**src/rtl/ecp5pll_phase_ctrl.sv**
```systemverilog
// Command-driven sequencer for the ECP5 PLL dynamic phase-shift port. It holds
// phasesel/phasedir, issues phasestep pulses with gaps, and keeps per-output step totals.
module ecp5pll_phase_ctrl #(
  parameter int unsigned SETUP_CYC   = 4,
  parameter int unsigned PULSE_CYC   = 4,
  parameter int unsigned GAP_CYC     = 8,
  parameter int unsigned LOCK_WAIT   = 1,
  parameter int unsigned TIMEOUT_CYC = 65535,
  parameter int unsigned STEP_W      = 10
) (
  input  logic                     clk_i,
  input  logic                     reset_n,
  input  logic                     cmd_valid,
  output logic                     cmd_ready,
  input  logic [1:0]               cmd_sel,
  input  logic signed [STEP_W-1:0] cmd_steps,
  output logic                     busy,
  output logic                     done,
  output logic                     err,
  output logic signed [15:0]       acc1,
  output logic signed [15:0]       acc2,
  output logic signed [15:0]       acc3,
  input  logic                     locked,
  output logic [1:0]               phasesel,
  output logic                     phasedir,
  output logic                     phasestep,
  output logic                     phaseloadreg
);

  typedef enum logic [2:0] {
    S_IDLE  = 3'd0,
    S_SETUP = 3'd1,
    S_PULSE = 3'd2,
    S_GAP   = 3'd3,
    S_LOCKW = 3'd4,
    S_FIN   = 3'd5,
    S_ERR   = 3'd6
  } state_t;

  localparam logic [7:0]        SETUP_LAST = 8'(SETUP_CYC - 1);
  localparam logic [7:0]        PULSE_LAST = 8'(PULSE_CYC - 1);
  localparam logic [7:0]        GAP_LAST   = 8'(GAP_CYC - 1);
  localparam logic [19:0]       LOCK_LAST  = 20'(TIMEOUT_CYC - 1);
  localparam logic [STEP_W-1:0] STEP_ONE   = {{(STEP_W-1){1'b0}}, 1'b1};

  // Unsigned magnitude; the most negative input maps to 2^(STEP_W-1).
  function automatic logic [STEP_W-1:0] step_mag(input logic [STEP_W-1:0] s);
    return s[STEP_W-1] ? (~s + STEP_ONE) : s;
  endfunction

  function automatic logic [15:0] acc_bump(input logic [15:0] a, input logic dir);
    return dir ? (a - 16'd1) : (a + 16'd1);
  endfunction

  state_t            state_q, state_d;
  logic [7:0]        cnt_q, cnt_d;
  logic [19:0]       lock_cnt_q, lock_cnt_d;
  logic [STEP_W-1:0] rem_q, rem_d;
  logic [1:0]        phasesel_q, phasesel_d;
  logic              phasedir_q, phasedir_d;
  logic [15:0]       acc1_q, acc1_d, acc2_q, acc2_d, acc3_q, acc3_d;
  logic [1:0]        lock_sync_q;
  logic              cmd_ready_q, busy_q, done_q, err_q, phasestep_q;
  logic              accept_s;

  assign accept_s = cmd_valid & cmd_ready_q;

  // Next-state and datapath updates for the phase-step sequencer.
  always_comb begin
    state_d    = state_q;
    cnt_d      = cnt_q + 8'd1;
    lock_cnt_d = 20'd0;
    rem_d      = rem_q;
    phasesel_d = phasesel_q;
    phasedir_d = phasedir_q;
    acc1_d     = acc1_q;
    acc2_d     = acc2_q;
    acc3_d     = acc3_q;
    case (state_q)
      S_IDLE: begin
        cnt_d = 8'd0;
        if (accept_s) begin
          if (cmd_sel == 2'd0) begin
            state_d = S_ERR;
          end else if (cmd_steps == '0) begin
            state_d = S_FIN;
          end else begin
            state_d    = S_SETUP;
            phasesel_d = cmd_sel;
            phasedir_d = cmd_steps[STEP_W-1];
            rem_d      = step_mag(cmd_steps);
          end
        end else begin
          state_d = S_IDLE;
        end
      end
      S_SETUP: begin
        if (cnt_q == SETUP_LAST) begin
          state_d = S_PULSE;
          cnt_d   = 8'd0;
        end else begin
          state_d = S_SETUP;
        end
      end
      S_PULSE: begin
        if (cnt_q == PULSE_LAST) begin
          // The step is booked as soon as the strobe falls.
          state_d = S_GAP;
          cnt_d   = 8'd0;
          rem_d   = rem_q - STEP_ONE;
          case (phasesel_q)
            2'd1:    acc1_d = acc_bump(acc1_q, phasedir_q);
            2'd2:    acc2_d = acc_bump(acc2_q, phasedir_q);
            2'd3:    acc3_d = acc_bump(acc3_q, phasedir_q);
            default: acc1_d = acc1_q;
          endcase
        end else begin
          state_d = S_PULSE;
        end
      end
      S_GAP: begin
        if (cnt_q == GAP_LAST) begin
          cnt_d = 8'd0;
          if (rem_q != '0) begin
            state_d = S_PULSE;
          end else if (LOCK_WAIT != 0) begin
            state_d = S_LOCKW;
          end else begin
            state_d = S_FIN;
          end
        end else begin
          state_d = S_GAP;
        end
      end
      S_LOCKW: begin
        cnt_d      = 8'd0;
        lock_cnt_d = lock_cnt_q + 20'd1;
        if (lock_sync_q[1]) begin
          state_d = S_FIN;
        end else if (lock_cnt_q == LOCK_LAST) begin
          state_d = S_ERR;
        end else begin
          state_d = S_LOCKW;
        end
      end
      S_FIN, S_ERR: begin
        cnt_d   = 8'd0;
        state_d = S_IDLE;
      end
      default: begin
        cnt_d   = 8'd0;
        state_d = S_IDLE;
      end
    endcase
  end

  // State, datapath and registered outputs; completion strobes follow FIN/ERR by one cycle.
  always_ff @(posedge clk_i or negedge reset_n) begin
    if (!reset_n) begin
      state_q     <= S_IDLE;
      cnt_q       <= 8'd0;
      lock_cnt_q  <= 20'd0;
      rem_q       <= '0;
      phasesel_q  <= 2'd0;
      phasedir_q  <= 1'b0;
      acc1_q      <= 16'd0;
      acc2_q      <= 16'd0;
      acc3_q      <= 16'd0;
      lock_sync_q <= 2'b00;
      cmd_ready_q <= 1'b1;
      busy_q      <= 1'b0;
      done_q      <= 1'b0;
      err_q       <= 1'b0;
      phasestep_q <= 1'b0;
    end else begin
      state_q     <= state_d;
      cnt_q       <= cnt_d;
      lock_cnt_q  <= lock_cnt_d;
      rem_q       <= rem_d;
      phasesel_q  <= phasesel_d;
      phasedir_q  <= phasedir_d;
      acc1_q      <= acc1_d;
      acc2_q      <= acc2_d;
      acc3_q      <= acc3_d;
      lock_sync_q <= {lock_sync_q[0], locked};
      cmd_ready_q <= (state_d == S_IDLE);
      busy_q      <= (state_d != S_IDLE);
      done_q      <= (state_q == S_FIN) || (state_q == S_ERR);
      err_q       <= (state_q == S_ERR);
      phasestep_q <= (state_d == S_PULSE);
    end
  end

  assign cmd_ready    = cmd_ready_q;
  assign busy         = busy_q;
  assign done         = done_q;
  assign err          = err_q;
  assign acc1         = acc1_q;
  assign acc2         = acc2_q;
  assign acc3         = acc3_q;
  assign phasesel     = phasesel_q;
  assign phasedir     = phasedir_q;
  assign phasestep    = phasestep_q;
  assign phaseloadreg = 1'b0;

endmodule

```
**config.mk**
```make
export PLATFORM = sky130hd
export DESIGN_NAME = ecp5pll_phase_ctrl
export DESIGN_NICKNAME = d
export VERILOG_FILES = /design/src/rtl/ecp5pll_phase_ctrl.sv
export SDC_FILE = /design/constraint.sdc
export NUM_CORES = 1
export LEC_CHECK = 0
export BUFFER_PORTS_ARGS = -buffer_cell sky130_fd_sc_hd__buf_2
export CAP_MARGIN = 20
export CORE_MARGIN = 2
export CORE_UTILIZATION = 50
export DETAILED_ROUTE_END_ITERATION = 10
export PLACE_DENSITY = 0.72
export SLEW_MARGIN = 20
export SYNTH_ARGS = -nofsm -noshare
export SYNTH_HDL_FRONTEND = slang
export SYNTH_SLANG_ARGS = --single-unit
```
**constraint.sdc**
```tcl
create_clock -name clk_i -period 3.1 [get_ports clk_i]
set_input_delay 0.62 -clock clk_i [delete_from_list [all_inputs] [get_ports clk_i]]
set_output_delay 0.62 -clock clk_i [all_outputs]
set_load 0.02 [all_outputs]
```
==> flow_metrics.tcl <==
set metrics [dict create \
    synthToLayoutAreaGrowth_pct 12.9 \
    seqCellArea_mm2 0.00248 \
    p_leak_nw 3.56 \
    synth_edf_count 0 \
    routed_wirelength_um 14400 \
    power.density_mw_per_mm2 910 \
    ys_seq_area_share_pct 37.8 \
    multi_input_area_mm2 0.00388 \
    place_congestion 0.899 \
    crit_fanout 15 \
    vias_per_cell 5.70 \
    rows 41 \
    clock_path_buffers 2 \
    die_y_um 119 \
    yosys_register_bits 99 \
    async_flop_share_pct 100 \
    grt_pass1_wl_um 24700 \
    required_ns 3.38 \
    layout_commonest_cell "dfrtp_1" \
    port_buffers 71 \
    final_cell_mix "97 x dfrtp_1, 71 x nand2_1, 70 x buf_2" \
    fin_util_pct 58.3 \
    hold_path_class "primary input to async pin" \
    arrival_ns 3.20 \
    maxCapViolations 0 \
    yosysUniqueCellTypes 66 \
    initial_core_util_pct 51.6 \
    antenna_found_initial 0 \
    overflow 0 \
    cts_resized 0 \
    crit_type "flop to flop" \
    netlist_area_mm2 0.00657 \
    yosys.area.top_type_share_pct 37.4 \
    avgSynthCellArea_um2 8.99 \
    dp_slack_ns 0.152 \
    min_period_ns 2.92 \
    layout-drive-gt1-share_pct 15.4 \
    status "finished clean" \
    finalMaxSlewViolations 0 \
    core_mm2 0.0127 \
    slew-limit-headroom_pct 61.0 \
    holdBufCountCts 0 \
    worst_slack_ns 0.180 \
    drt_iter0_markers 448 \
    final.setup_skew_ns 0.00948 \
    rsz0062_at_grt "false" \
    cts_buffers 9 \
    cts_setup_buffers 0 \
    synth_area_leaders "dfrtp_1 37%, ha_1 9.1%, o21ai_0 4.9%" \
    dieArea_mm2 0.0141 \
    cts_tree "built" \
    firstDrtPassIters 6 \
    grt_pass1_vias 5391 \
    syn_nets 797 \
    detail_route.wl_per_cell_um 14.8 \
    synth-main-ff-cell "dfrtp_1" \
    clk_pin_slew_ns 0.07 \
    fp.dieW_um 119 \
    finalSetupTns_ns 0 \
    dpl.hpwl_um 10700 \
    min_period_over_period_pct 94.2 \
    ys_warn_count 0 \
    final_antenna_net_count 0 \
    grt_max_degree 46 \
    synthCells 730 \
    irDropWorstVdd_mv 0.319 \
    hold_viol 0 \
    fill_cells 1136 \
    drc 0 \
    tightestPinTransition_ns 0.585 \
    vias 5561 \
    grt_util_all_layers_pct 21.0 \
    nets 865 \
    cts_root_buffer "clkbuf_16" \
    cts_sinks 99 \
    cp-start-kind "flop" \
    diodes 0 \
    endpoint_kind "flop" \
    setup_violations 0 \
    h-tree-depth 3 \
    fmax_ghz 0.342 \
    synth_area_leader_cell "dfrtp_1" \
    ioPinCount 73 \
    clk_latency_ns 0.35 \
]
## final cells by class
type | instances | area share (%)
Tap cell | 172 | 2.90
Clock inverter | 5 | 0.844
Sequential cell | 99 | 33.5
Inverter | 27 | 1.37
Clock buffer | 11 | 3.27
Multi-Input combinational cell | 581 | 52.4
Timing Repair Buffer | 80 | 5.74
## path summary, 6_finish.rpt
check	start	endpoint	slack [ns]	cells past startpoint
setup / recovery	phasedir$_DFFE_PN0P_	acc1[14]$_DFFE_PN0P_	0.18	10
hold / removal	reset_n	acc3[11]$_DFFE_PN0P_	0.27	1
setup reg to reg	phasedir$_DFFE_PN0P_	acc1[14]$_DFFE_PN0P_	0.18	10
hold reg to reg	lock_sync_q[0]$_DFF_PN0_	lock_sync_q[1]$_DFF_PN0_	0.36	0
max in group asynchronous	reset_n	cnt_q[4]$_DFF_PN0_	2.02	2
min in group clk_i	lock_sync_q[0]$_DFF_PN0_	lock_sync_q[1]$_DFF_PN0_	0.36	0
## power by group
part	internal (mW)	total (mW)	switching, mW	leakage, nW
Combinational	1.43	3.51	2.09	2.10
Clock	0.653	1.15	0.497	0.142
Sequential	1.65	2.08	0.429	1.32
Total	3.74	6.75	3.01	3.56
## flip-flops by register name, summed over array words and instances (netlist names), 2 cells and up
name,count
lock_cnt_q,20
acc1,16
acc2,16
acc3,16
rem_q,10
cnt_q,8
state_q,3
lock_sync_q,2
phasesel,2
## per-layer routing
metal,GRT usage (%),vias up,wire (um)
met5,0,-,0
met4,7.29,0,295
met3,2.99,21,586
met2,35.6,140,6920
met1,27.4,2636,6610
li1,-,2764,-
## through the flow
stage / hold slack, ns / cells / power, mW / area (um2)
after floorplan: 0.324 / 730 / 4.64 / 6570
after CTS: 0.287 / 975 / 6.77 / 7410
final: 0.269 / 975 / 6.75 / 7410
after global routing: 0.316 / 975 / 7.28 / 7410
after global placement: 0.333 / 959 / 5.44 / 7110
after detailed placement: 0.348 / 959 / 5.58 / 7110
## synth_stat cells (all sizes together), types with 11 or more instances
| cell type | n |
|---|---|
| a211oi | 13 |
| a21oi | 42 |
| and3 | 11 |
| clkbuf | 15 |
| dfrtp | 98 |
| ha | 48 |
| inv | 27 |
| nand2 | 71 |
| nand2b | 17 |
| nand3 | 25 |
| nor2 | 64 |
| nor3 | 21 |
| o21ai | 68 |
| o31ai | 14 |
| or2 | 11 |
| xnor2 | 23 |
| xor2 | 34 |
## worst max-delay path: stages (launching register included)
cell,delay (ns)
dfrtp_4,0.58
inv_1,0.29
fa_1,0.28
nor2b_1,0.06
o21ai_1,0.17
a21oi_1,0.12
o21ai_1,0.23
a211oi_1,0.17
o311a_1,0.40
or4_1,0.47
nand3_1,0.09
## logic make-up after synthesis
group	share of synthesized area, %
xor gates and xnor gates	7.60
adders and majority gates	10.1
muxes	1.01
AOI/OAI and AO/OA	17.2
other	0.0571
DFF	37.8
and+or+nand+nor	23.3
buffers and inverters	3.07
No activity file was read; power rests on OpenSTA's default activity.
